--- config.mk ---
export PLATFORM = sky130hd
export DESIGN_NAME = gray_bin_pipe
export DESIGN_NICKNAME = d
export VERILOG_FILES = /design/src/rtl/gray_bin_pipe.sv
export SDC_FILE = /design/constraint.sdc
export NUM_CORES = 1
export LEC_CHECK = 0
export ABC_AREA = 1
export CORE_AREA = 2 2 43 45
export CTS_BUF_LIST = sky130_fd_sc_hd__clkbuf_8
export DETAILED_ROUTE_END_ITERATION = 16
export DIE_AREA = 0 0 45 47
export GPL_TIMING_DRIVEN = 0
export PLACE_DENSITY = 0.7
export SYNTH_ARGS = -nofsm -noshare
export SYNTH_HDL_FRONTEND = slang
export SYNTH_SLANG_ARGS = --single-unit
--- constraint.sdc ---
create_clock -name clk -period 2.5 [get_ports clk]
set_input_delay 0.5 -clock clk [delete_from_list [all_inputs] [get_ports clk]]
set_output_delay 0.5 -clock clk [all_outputs]
set_load 0.01 [all_outputs]
--- src/rtl/gray_bin_pipe.sv ---
`default_nettype none
// ============================================================================
// Module   : gray_bin_pipe
// Function : Two-stage valid/ready pipeline that converts each word either
//            Gray-to-binary (in_mode=0) or binary-to-Gray (in_mode=1).
//            Optional Gray adjacency checker enabled by the compile-time
//            macro GRAY_BIN_ADJ_CHK_EN (flags mode-0 words whose Hamming
//            distance from the previous mode-0 word exceeds 1).
// Revision : 1.0 - initial release
// ============================================================================
module gray_bin_pipe #(
    parameter int WIDTH = 4
) (
    input  logic             clk,
    input  logic             rst_n,
    input  logic             in_valid,
    output logic             in_ready,
    input  logic             in_mode,
    input  logic [WIDTH-1:0] in_data,
    output logic             out_valid,
    input  logic             out_ready,
    output logic [WIDTH-1:0] out_data,
    output logic             out_err,
    output logic [7:0]       err_cnt
);

    // ------------------------------------------------------------------------
    // Stage registers
    // ------------------------------------------------------------------------
    logic             s1_valid_q;
    logic             s1_mode_q;
    logic [WIDTH-1:0] s1_data_q;
    logic             s2_valid_q;
    logic [WIDTH-1:0] s2_data_q;
    logic [WIDTH-1:0] s2_data_d;

    // ------------------------------------------------------------------------
    // Handshake: a stage may load when it is empty or its content moves on.
    // ------------------------------------------------------------------------
    logic w_s2_adv;
    logic w_s1_adv;
    logic w_in_xfer;
    logic w_s2_load;

    assign w_s2_adv  = ~s2_valid_q | out_ready;
    assign w_s1_adv  = ~s1_valid_q | w_s2_adv;
    assign in_ready  = w_s1_adv;
    assign w_in_xfer = in_valid & w_s1_adv;
    assign w_s2_load = w_s2_adv & s1_valid_q;

    // ------------------------------------------------------------------------
    // Conversion logic operating on the S1 word
    // ------------------------------------------------------------------------
    logic [WIDTH-1:0] w_g2b;
    logic [WIDTH-1:0] w_b2g;

    // Each binary bit is the XOR of all Gray bits at or above its position.
    genvar gi;
    generate
        for (gi = 0; gi < WIDTH; gi++) begin : g_g2b
            assign w_g2b[gi] = ^s1_data_q[WIDTH-1:gi];
        end
    endgenerate

    assign w_b2g = s1_data_q ^ (s1_data_q >> 1);

    // Select the converted value per word according to its captured mode.
    always_comb begin
        s2_data_d = s2_data_q;
        if (w_s2_load) begin
            s2_data_d = s1_mode_q ? w_b2g : w_g2b;
        end
    end

    // S1 captures the incoming word and its mode on every input transfer.
    always_ff @(posedge clk or negedge rst_n) begin
        if (!rst_n) begin
            s1_valid_q <= 1'b0;
            s1_mode_q  <= 1'b0;
            s1_data_q  <= '0;
        end else if (w_s1_adv) begin
            s1_valid_q <= in_valid;
            if (in_valid) begin
                s1_mode_q <= in_mode;
                s1_data_q <= in_data;
            end
        end
    end

    // S2 holds the converted result; it only changes when allowed to advance.
    always_ff @(posedge clk or negedge rst_n) begin
        if (!rst_n) begin
            s2_valid_q <= 1'b0;
            s2_data_q  <= '0;
        end else begin
            s2_data_q <= s2_data_d;
            if (w_s2_adv) begin
                s2_valid_q <= s1_valid_q;
            end
        end
    end

    assign out_valid = s2_valid_q;
    assign out_data  = s2_data_q;

`ifdef GRAY_BIN_ADJ_CHK_EN
    // ------------------------------------------------------------------------
    // Adjacency checker: evaluated at input transfer against the last
    // accepted mode-0 word; the flag then travels with its word.
    // ------------------------------------------------------------------------
    localparam logic [WIDTH-1:0] ONE_W   = {{(WIDTH-1){1'b0}}, 1'b1};
    localparam logic [7:0]       CNT_MAX = 8'hFF;

    logic [WIDTH-1:0] hist_q;
    logic             hist_seen_q;
    logic             s1_err_q;
    logic             s2_err_q;
    logic [7:0]       err_cnt_q;
    logic [7:0]       err_cnt_d;
    logic [WIDTH-1:0] w_diff;
    logic             w_multi_bit;
    logic             w_viol;

    // More than one differing bit <=> clearing the lowest set bit leaves some.
    assign w_diff      = in_data ^ hist_q;
    assign w_multi_bit = |(w_diff & (w_diff - ONE_W));
    assign w_viol      = ~in_mode & hist_seen_q & w_multi_bit;

    // Saturating increment when a flagged word lands in S2.
    always_comb begin
        err_cnt_d = err_cnt_q;
        if (w_s2_load && s1_err_q && (err_cnt_q != CNT_MAX)) begin
            err_cnt_d = err_cnt_q + 8'd1;
        end
    end

    // History tracks only accepted mode-0 words; mode-1 words leave it alone.
    always_ff @(posedge clk or negedge rst_n) begin
        if (!rst_n) begin
            hist_q      <= '0;
            hist_seen_q <= 1'b0;
        end else if (w_in_xfer && !in_mode) begin
            hist_q      <= in_data;
            hist_seen_q <= 1'b1;
        end
    end

    // Error flag pipeline alongside the data stages, plus the counter.
    always_ff @(posedge clk or negedge rst_n) begin
        if (!rst_n) begin
            s1_err_q  <= 1'b0;
            s2_err_q  <= 1'b0;
            err_cnt_q <= 8'd0;
        end else begin
            err_cnt_q <= err_cnt_d;
            if (w_in_xfer) begin
                s1_err_q <= w_viol;
            end
            if (w_s2_load) begin
                s2_err_q <= s1_err_q;
            end
        end
    end

    assign out_err = s2_err_q;
    assign err_cnt = err_cnt_q;
`else
    assign out_err = 1'b0;
    assign err_cnt = 8'd0;
`endif

endmodule
`default_nettype wire

Word-level counts from Yosys, hierarchy flattened
Cells that the tools add are included.
Widths: inputs -> output; s select.
{ "classes": {"n_mux": 1, "bitwise_logic": 6, "reduce_logical": 4} }
{ "ops": {"columns": ["op", "count"], "rows": [
  ["$mux 4", 1],
  ["$reduce_xor 4->1", 1],
  ["$xor 4x3->4", 1],
  ["$reduce_xor 3->1", 1],
  ["$not 1->1", 2],
  ["$or 1x1->1", 2],
  ["$reduce_and 2->1", 1],
  ["$reduce_xor 2->1", 1],
  ["$and 1x1->1", 1]
]} }
{ "totals": {"reg_bits": 11, "inputBits": 9, "output_inout_bits": 15, "wordCells": 16} }

Longest topological paths before layout
Gate-level depths: netlist (run 1).
{ "logic_depth": {"depth_word": 4, "ltp_mapped": 7, "ltp_nobuf": 7} }

Worst setup path before layout (run 1)
OpenSTA, ideal clock, no wires.
{ "synth_path": {"path_kind": "input to output", "from": "input port out_ready", "to": "output port in_ready", "arrival_time_ns": 0.664, "required_ns": 2.000, "setup_slack_ns": 1.336, "stages": 2, "n_path_buf": 0, "cell_sequence": "inv_1 -> nand3_2"} }
{ "synth_via": {"elab_chain_cells": 2} }
{ "synth_lines": {"columns": ["element", "line_no", "rtl"], "rows": [
  ["from (decl)", "21", "input logic out_ready,"],
  ["$or 1x1->1", "45", "assign w_s2_adv = ~s2_valid_q | out_ready;"],
  ["$or 1x1->1", "46", "assign w_s1_adv = ~s1_valid_q | w_s2_adv;"],
  ["to (decl)", "17", "output logic in_ready,"]
]} }
Every way passes these cells.

Worst setup path after layout (run 1)
Same ends and word-level chain as after synthesis.

==> impl_metrics.ini, run 1 <==
[place]
dp_hpwl_um = 804.5
pre_cts_slack_ps = 370.7
numPortBuffers = 14
routabilityCongestion = 0.7506
dp.cells = 117

[clock_network]
clkSlewWorstSetupHoldPaths_ps = 50
root_cell_of_the_clock_tree = sky130_fd_sc_hd__clkbuf_8
htreeDepth = 1
cts.hold.buffers_added = 0
clkLatencyLatePin_ps = 230
cts_inserted_buffers = 3
tritoncts = done
postCtsSetupBuffers = 0
max-clock-path-buffers = 2
post_cts.resized_instances = 0
clkSinkCount = 11

[timing]
hold-worst-slack_ps = 477.2
fin_crit_sh_pct = 85.05
clock.fmax_mhz = 470.3
layout_min_cycle_time_ps = 2126
setup_tns_ps = 0
worstMarginPinSlew_ps = 502.8
postLayoutSetupSlackWorst_ps = 373.7
clock_skew_ps = 0.7913
setup_viol = 0
final-hold-violation-count = 0
final_max_slew_viol_count = 0
max-slew-margin-rel_pct = 66.38
setup_repair_after_global_routing_missed_its_margin = no

[grt]
globalRouteMet2Util_pct = 20.86
grt_pass1_vias = 444
number_of_antenna_violations_at_the_first_check_in_global_routing = 0
grt.met3_usage_pct = 3.462
grt.total_usage_pct = 11.99
grt_first_pass_wirelength_mm = 1.828
grt_start_max_net_pins = 12
global_route.peak_usage_layer = met2
grt.overflow.total = 0
globalRouteMet1Util_pct = 14.42

[yosys]
synth.cell_area_um2 = 615.6
synth_top_cell_area_share_pct = 44.72
yosys-top-cells-count = 28 x sky130_fd_sc_hd__nand2_1, 11 x sky130_fd_sc_hd__dfrtp_1, 9 x sky130_fd_sc_hd__buf_4, 8 x sky130_fd_sc_hd__inv_1, 5 x sky130_fd_sc_hd__nand3_1
post_synth_inst_count = 78
synth-edff-count = 0
synth.largest_area_cell = sky130_fd_sc_hd__dfrtp_1
synth_cell_type_count = 14
synth-async-reset-ratio_pct = 100.0
synth.area.top_cells = sky130_fd_sc_hd__dfrtp_1 45%, sky130_fd_sc_hd__nand2_1 17%, sky130_fd_sc_hd__buf_4 11%, sky130_fd_sc_hd__a21oi_2 5.7%, sky130_fd_sc_hd__inv_1 4.9%
ys_ff_latch = 11
yosys_warnings = 0
yosys_most_used_dff = sky130_fd_sc_hd__dfrtp_1
synthMostInstantiatedCell = sky130_fd_sc_hd__nand2_1
postSynthAreaPerCell_um2 = 7.892
sequential_share_of_the_synthesized_area_pct = 44.72

[worst_setup_path]
reg2reg_to = out_data[1]
reg2reg_from = out_valid
kind_of_end_point_of_the_critical_path = output port
critPathArrivalTime_ps = 1630
worst-r2r-setup-slack_ps = 1510
crit_path_cell_trace = clkdlybuf4s50_1 -> inv_1 -> nand3_2 -> clkdlybuf4s50_1
timing_worst_setup_path_type = in2out
cp_max_fo = 3
critical-path-slowest-cell = sky130_fd_sc_hd__clkdlybuf4s50_1
worst_path_most_repeated_cell = sky130_fd_sc_hd__clkdlybuf4s50_1
critPathLaunchType = primary input
reg2regPathDepth = 5
slowest_delay_ps = 540
required_ps = 2000

[power_and_ir_drop]
power_density_mw_per_mm2 = 729.9
power.leakage_nw = 0.4593
max-vdd-ir-drop_v = 0.0004443
total_power_uw = 621.9

[drt]
drt_wl_total_um = 995
initialDrtViolationCount = 11
drtPass1Iterations = 4
vias = 494
drc_errors = 0
post_drt_wl_per_cell_um = 8.223
ant_nets = 0
post_drt_via_cell_ratio = 4.083

[worst_hold_path]
whs_path_depth = 2
hold-path-endpoint = out_data[2]
timing.hold.worst.class = reg2reg
hold_path_startpoint = out_data[2]

[finish]
layout.filler_cells = 164
post_route_cells_drive_above_1_share_pct = 22.12
areaGrowthSynthToFinish_pct = 38.41
final_net_count = 114
number_of_antenna_repair_diodes = 0
stdcell_count = 121

[floorplanning]
floorplan.rows = 15
die-area_mm2 = 0.002115
die_y_um = 47
total_core_area_mm2 = 0.001652
die_x_um = 45
initial_core_util_pct = 37.27
pin_count = 24

[run]
maxCapViolCount = 0

[outcome]
outcome = finished clean
-- flip-flops by register name, summed over array words and instances (netlist names) --
register	flops
out_valid	1
s1_data_q	4
s1_mode_q	1
out_data	4
s1_valid_q	1
-- final cells by class --
type,count,area [um^2],area share [%]
Timing Repair Buffer,14,140.1,16.45
Buffer,10,78.83,9.251
Clock buffer,3,41.29,4.846
Sequential cell,11,275.3,32.31
Multi-Input combinational cell,57,261.5,30.69
Inverter,8,30.03,3.524
Tap cell,17,21.27,2.496
Clock inverter,1,3.754,0.4405
-- critical path, delay by kind of cell --
family,cells,cell delay [ps]
buf+inv,3,1040
simple gates,1,80
-- per-stage QoR --
stage / instance area (um^2) / utilization [%]
after floorplan: 645.6 / -
after global placement: 807.0 / 48.86
after detailed placement: 807.0 / 48.86
after CTS: 852.1 / 51.59
after global routing: 852.1 / 51.59
final: 852.1 / 51.59
-- per-layer routing --
layer  share of wire, %  vias to the layer above
met5                  0                        -
met4                  0                        0
met3                7.9                        0
met2                 46                       15
met1                 46                      210
li1                   -                      269
-- worst max path at each step --
| stage | depth (start not counted) | slack (ps) | to | start |
|---|---|---|---|---|
| finish | 4 | 370 | in_ready | out_ready |
| global route | 4 | 310 | in_ready | out_ready |
| CTS | 4 | 370 | in_ready | out_ready |
| detailed placement | 4 | 370 | in_ready | out_ready |
| global placement | 4 | 380 | in_ready | out_ready |
| floorplan | 2 | 1340 | in_ready | out_ready |
-- placed cells by master (no fill, tap or decap), drive strengths merged --
cell	netlist	layout
nor2	7	7
nand3	6	6
dfrtp	11	11
conb	1	9
a21oi	5	5
o21ai	1	1
inv	8	9
clkdlybuf4s50	0	14
clkbuf	0	3
nand2	29	29
buf	10	10
-- kinds of logic (layout without fill, tap and decap cells) --
| family | count (synthesis) | count (layout) | share of synthesized area (%) |
|---|---|---|---|
| buffers and inverters | 18 | 36 | 17.68 |
| and+or+nand+nor | 42 | 42 | 29.67 |
| DFF | 11 | 11 | 44.71 |
| AOI/OAI and AO/OA | 6 | 6 | 7.315 |
| other | 1 | 9 | 0.6092 |
-- report_power, final --
part / switching, mW / internal, mW
Clock: 0.0619 / 0.107
Sequential: 0.0264 / 0.219
Combinational: 0.100 / 0.107
Total: 0.188 / 0.434
No activity file was read; power rests on OpenSTA's default activity.
==> run 2: changes to the inputs <==
- GPL_TIMING_DRIVEN: 0 -> default
- RECOVER_POWER: default -> 100
==> run 2 against run 1 <==
  * Clock power rose by 4%
  * Non-clock buffer count decreased by 10
  * Via count grew 0.81%
  * Sequential power barely moved
  * Wire length down 0.70%
  * Cell count is 8.3% lower
  * Hold slack worse by 5.3 ps
  * Critical path depth did not move
  * Register-to-register slack got worse by 220 ps
  * Setup slack worse by 110 ps
  * Design area decreased by 11%
  * Maximum frequency shrank 5.0%
  * Critical path type unchanged
  * Critical endpoint unchanged
  * Largest power group unchanged
==> impl_metrics.ini, run 2 (synthesized netlist as in run 1, its figures left out) <==
[outcome]
outcome = finished clean

[grt]
grt_first_pass_wirelength_mm = 1.738
grt_start_max_net_pins = 12
grt.total_usage_pct = 12.02
grt_pass1_vias = 431
number_of_antenna_violations_at_the_first_check_in_global_routing = 0
grt.overflow.total = 0

[timing]
setup_tns_ps = 0
setup_repair_after_global_routing_missed_its_margin = no
final-hold-violation-count = 0
final_max_slew_viol_count = 0
fin_crit_sh_pct = 89.51
layout_min_cycle_time_ps = 2238
clock_skew_ps = 1.211
setup_viol = 0
clock.fmax_mhz = 446.9

[floorplanning]
total_core_area_mm2 = 0.001652
die_y_um = 47
die_x_um = 45
die-area_mm2 = 0.002115
initial_core_util_pct = 37.27
floorplan.rows = 15
pin_count = 24

[clock_network]
clkSinkCount = 11
max-clock-path-buffers = 2
tritoncts = done
clkLatencyLatePin_ps = 240
cts.hold.buffers_added = 0
postCtsSetupBuffers = 0
clkSlewWorstSetupHoldPaths_ps = 50
htreeDepth = 1
root_cell_of_the_clock_tree = sky130_fd_sc_hd__clkbuf_8
cts_inserted_buffers = 3
post_cts.resized_instances = 0

[drt]
initialDrtViolationCount = 14
post_drt_wl_per_cell_um = 8.901
ant_nets = 0
drt_wl_total_um = 988
post_drt_via_cell_ratio = 4.486
drtPass1Iterations = 4
vias = 498
drc_errors = 0

[finish]
post_route_cells_drive_above_1_share_pct = 8.511
layout.filler_cells = 177
number_of_antenna_repair_diodes = 0
areaGrowthSynthToFinish_pct = 22.97
layout_commonest_cell = sky130_fd_sc_hd__nand2_1
final_cell_mix = 29 x sky130_fd_sc_hd__nand2_1, 11 x sky130_fd_sc_hd__dfrtp_1, 9 x sky130_fd_sc_hd__inv_1, 9 x sky130_fd_sc_hd__conb_1
stdcell_count = 111
final_net_count = 104

[worst_setup_path]
kind_of_end_point_of_the_critical_path = output port
timing_worst_setup_path_type = in2out
required_ps = 2000
critPathLaunchType = primary input
critPathArrivalTime_ps = 1740
cp_max_fo = 3

[place]
routabilityCongestion = 0.7245
dp_hpwl_um = 782.9
dp.cells = 107
numPortBuffers = 14

[power_and_ir_drop]
power.leakage_nw = 0.4070
power_density_mw_per_mm2 = 788.6
total_power_uw = 597.0
max-vdd-ir-drop_v = 0.0004215

[worst_hold_path]
timing.hold.worst.class = reg2reg

[run]
maxCapViolCount = 0
==> run 2: cell count changes in the layout (fill, tap and decap cells not counted), sizes merged <==
cell           previous run  this run
buf                      10         0
dlygate4sd3               0         7
clkdlybuf4s50            14         7
==> run 2: worst paths after layout <==
path / depth (start not counted) / to / start / slack [ps]
worst max register to register: 4 / s1_mode_q / out_valid / 1290
min in group asynchronous: 1 / s1_mode_q / rst_n / 660
worst max-delay path: 4 / in_ready / out_ready / 260
max in group asynchronous: 1 / out_data[2] / rst_n / 1510
worst min register to register: 2 / out_data[2] / out_data[2] / 470
worst min-delay path: 2 / out_data[2] / out_data[2] / 470
==> run 2: worst max-delay path, cell delays in order <==
cell	delay, ps
sky130_fd_sc_hd__dlygate4sd3_1	520
sky130_fd_sc_hd__inv_1	50
sky130_fd_sc_hd__nand3_1	110
sky130_fd_sc_hd__clkdlybuf4s50_1	560
==> run 2: routing by layer <==
layer  global-route usage, %  share of wire [%]  vias to the layer above
li1                        -                  -                      254
met3                   4.615                5.9                        2
met5                       0                  0                        -
met4                   8.824                2.3                        0
met2                   19.71                 47                       17
met1                   12.62                 45                      225
==> run 2: final cells by class <==
class	instances	area (um^2)	share of cell area [%]
sequential	11	275.3	36.36
multi-input combinational	57	245.2	32.40
timing repair buffer	14	140.1	18.51
clock buffer	3	41.29	5.455
inverter	8	30.03	3.967
tap	17	21.27	2.810
clock inverter	1	3.754	0.4959
==> run 2: through the flow <==
stage                     util (%)  instance area [um^2]  worst slack, ps  hold WS [ps]
after global placement       44.09                 728.2            383.0         461.8
after global routing         45.83                 757.0            226.3         499.2
after floorplan                  -                 645.6             1336         204.4
final                        45.83                 757.0            262.2         471.9
after detailed placement     44.09                 728.2            364.6         467.2
after CTS                    46.82                 773.2            357.0         480.8
==> run 2: power breakdown <==
part	total, mW	switching [mW]	internal [mW]
Clock	0.175	0.0667	0.108
Sequential	0.243	0.0234	0.219
Combinational	0.180	0.0974	0.0823
==> run 3: changes to the inputs <==
- SKIP_CTS_REPAIR_TIMING: default -> 1
==> results of run 3 <==
Same layout as run 2: the final DEF is identical, and so are final timing and power.
==> RTL change 1, RTL diff (settings of run 3) <==
Add a define of `GRAY_BIN_ADJ_CHK_EN`.
--- a/src/rtl/gray_bin_pipe.sv
+++ b/src/rtl/gray_bin_pipe.sv
@@ -8,6 +8,8 @@
 //            distance from the previous mode-0 word exceeds 1).
 // Revision : 1.0 - initial release
 // ============================================================================
+`define GRAY_BIN_ADJ_CHK_EN
+
 module gray_bin_pipe #(
     parameter int WIDTH = 4
 ) (
Check against the original RTL: not equivalent (Yosys sat finds a counterexample within 4 cycles, from zero or initial values and one cycle with rst_n low).
==> RTL change 1 against run 3 <==
The run now fails in global placement; synthesized area rose by 110%.
==> RTL change 1: results (changes against run 3) <==
IO buf count=23 (+9); Run Error=[ERROR GPL-0301] Utilization 102.026 % exceeds 100%.; sequential area share after synthesis=0.496 (+0.0490); Failed at=global placement; main area contributors after synthesis=dfrtp_1, nand2_1, inv_1; syn_area_per_cell=7.54 sq um (-4.5%); synthesized flop and latch total=26 (+15); Syn Nets=184; Async SR Flop Fraction=1.00 (unchanged); Commonest cells post-synth=nand2_1, dfrtp_1, inv_1, nand3_1, o21ai_0; yosys warns=0 (unchanged); post-synthesis cell type count=17 (+3); status=aborted with a tool error; Post-Syn Instances=174 (+120%)
[RTL change 1: logic make-up after synthesis]
kind of cell,Yosys count,share of synthesized area
adders and majority gates,1,0.00954
AOI/OAI and AO/OA,12,0.0611
DFF,26,0.496
and+or+nand+nor,105,0.321
buffers and inverters,24,0.0725
xor gates and xnor gates,6,0.0401
==> RTL change 2, RTL diff (config.mk and constraints of run 3) <==
Made on the original files. `s2_data_q` no longer has a reset.
--- a/src/rtl/gray_bin_pipe.sv
+++ b/src/rtl/gray_bin_pipe.sv
@@ -91,13 +91,15 @@
     always_ff @(posedge clk or negedge rst_n) begin
         if (!rst_n) begin
             s2_valid_q <= 1'b0;
-            s2_data_q  <= '0;
         end else begin
-            s2_data_q <= s2_data_d;
             if (w_s2_adv) begin
                 s2_valid_q <= s1_valid_q;
             end
         end
+    end
+
+    always_ff @(posedge clk) begin
+        s2_data_q <= s2_data_d;
     end
 
     assign out_valid = s2_valid_q;
Behaviour: differs if rst_n is asserted again (counterexample within 4 cycles, from zero or initial values and one cycle with rst_n low); with rst_n held inactive, the same outputs for 10 cycles.
==> RTL change 2 against run 3 <==
Fmax decreased by 2.0%; total power decreased by 11%; worst setup slack got worse by 0.045 ns; routed wire length decreased by 11%; final area decreased by 0.33%; count of clock-buffer cells in the layout unchanged; sequential cell count unchanged; synthesized area decreased by 3.3%.
==> RTL change 2: results (changes against run 3) <==
final WL=884 um (-11%); sequential area share after synthesis=0.496 (+0.0486); Commonest cells post-synth=nand2_1, buf_4, inv_1, dfrtp_1, nand3_1; CP max FO=8 (+5); Reg-to-Reg End=out_data[3]; vias in the first global route=363 (-16%); Worst Skew=0.00178 ns (+0.000572 ns); Leak=0.389 nW (-4.5%); VDD IR max=316 uV (-25%); Metal-1 WL=372 um (-16%); WL met3=85 um (+47%); TritonRoute pass-1 iters=5 (+1); largest net degree at the start of global routing=9 (-3); Worst EP arrival=1.78 ns (+0.04 ns); status=finished clean; met2 GRT Util=0.157 (-0.0400); min-delay src=s1_data_q[0]; complex-gate fraction of the synthesized area=0.0168 (-0.0564); placed wire-length estimate=714 um (-8.8%); first-pass GRT wire length=1480 um (-15%); post-synthesis cell type count=15 (+1); Post-synth EDFFs=4 (+4); Total Nets Final=97 (-6.7%); main area contributors after synthesis=dfrtp_1, edfxtp_1, nand2_1; f_max=0.438 GHz (-2.0%); Critical Path Max Stage Delay=0.53 ns (-0.03 ns); Net Switching=151 uW (-20%); Async SR Flop Fraction=0.636 (-0.364); drt via density=4.27 (-4.8%); non-filler cells, final=104 (-6.3%); Post-DP Area=719 sq um (-1.2%)
## RTL change 2: cell count changes after synthesis, sizes merged
cell / change
nand4: +1
edfxtp: +4
inv: +2
a21oi: -4
dfrtp: -4
nand3: +2
buf: -1
nand2: -1
nor2: -7
## RTL change 2: layout make-up
type | count | area [sq um]
Sequential cell | 11 | 295
Timing Repair Buffer | 14 | 140
Multi-Input combinational cell | 48 | 215
Clock inverter | 1 | 3.75
Clock buffer | 3 | 41.3
Inverter | 10 | 37.5
Tap cell | 17 | 21.3
Fill cell | 167 | 897
## RTL change 2: worst min path at each step
| stage | to | depth (start not counted) | slack, ns |
|---|---|---|---|
| final | s1_data_q[0] | 2 | 0.50 |
| after global routing | s1_data_q[0] | 2 | 0.52 |
| after CTS | s1_data_q[0] | 2 | 0.50 |
| after detailed placement | s1_data_q[0] | 2 | 0.49 |
| after global placement | s1_data_q[0] | 2 | 0.48 |
| after floorplan | out_valid | 0 | 0.20 |
## RTL change 2: power by group through the flow
stage / Combinational, mW / Clock, mW / Sequential [mW]
6_report: 0.121 / 0.172 / 0.240
5_1_grt: 0.140 / 0.186 / 0.244
4_1_cts: 0.132 / 0.177 / 0.241
3_5_place_dp: 0.132 / 0 / 0.244
3_3_place_gp: 0.128 / 0 / 0.243
2_1_floorplan: 0.0831 / 0 / 0.248
## RTL change 2: kinds of logic after synthesis
logic type,Yosys count
and+or+nand+nor,37
buffers and inverters,19
DFF,11
AOI/OAI and AO/OA,2
other,1
## RTL change 2: tightest hold or removal path, stage by stage, from the launching register on
cell and delay, ns:
dfrtp_1 0.36, nand2_1 0.06, nand2_1 0.05
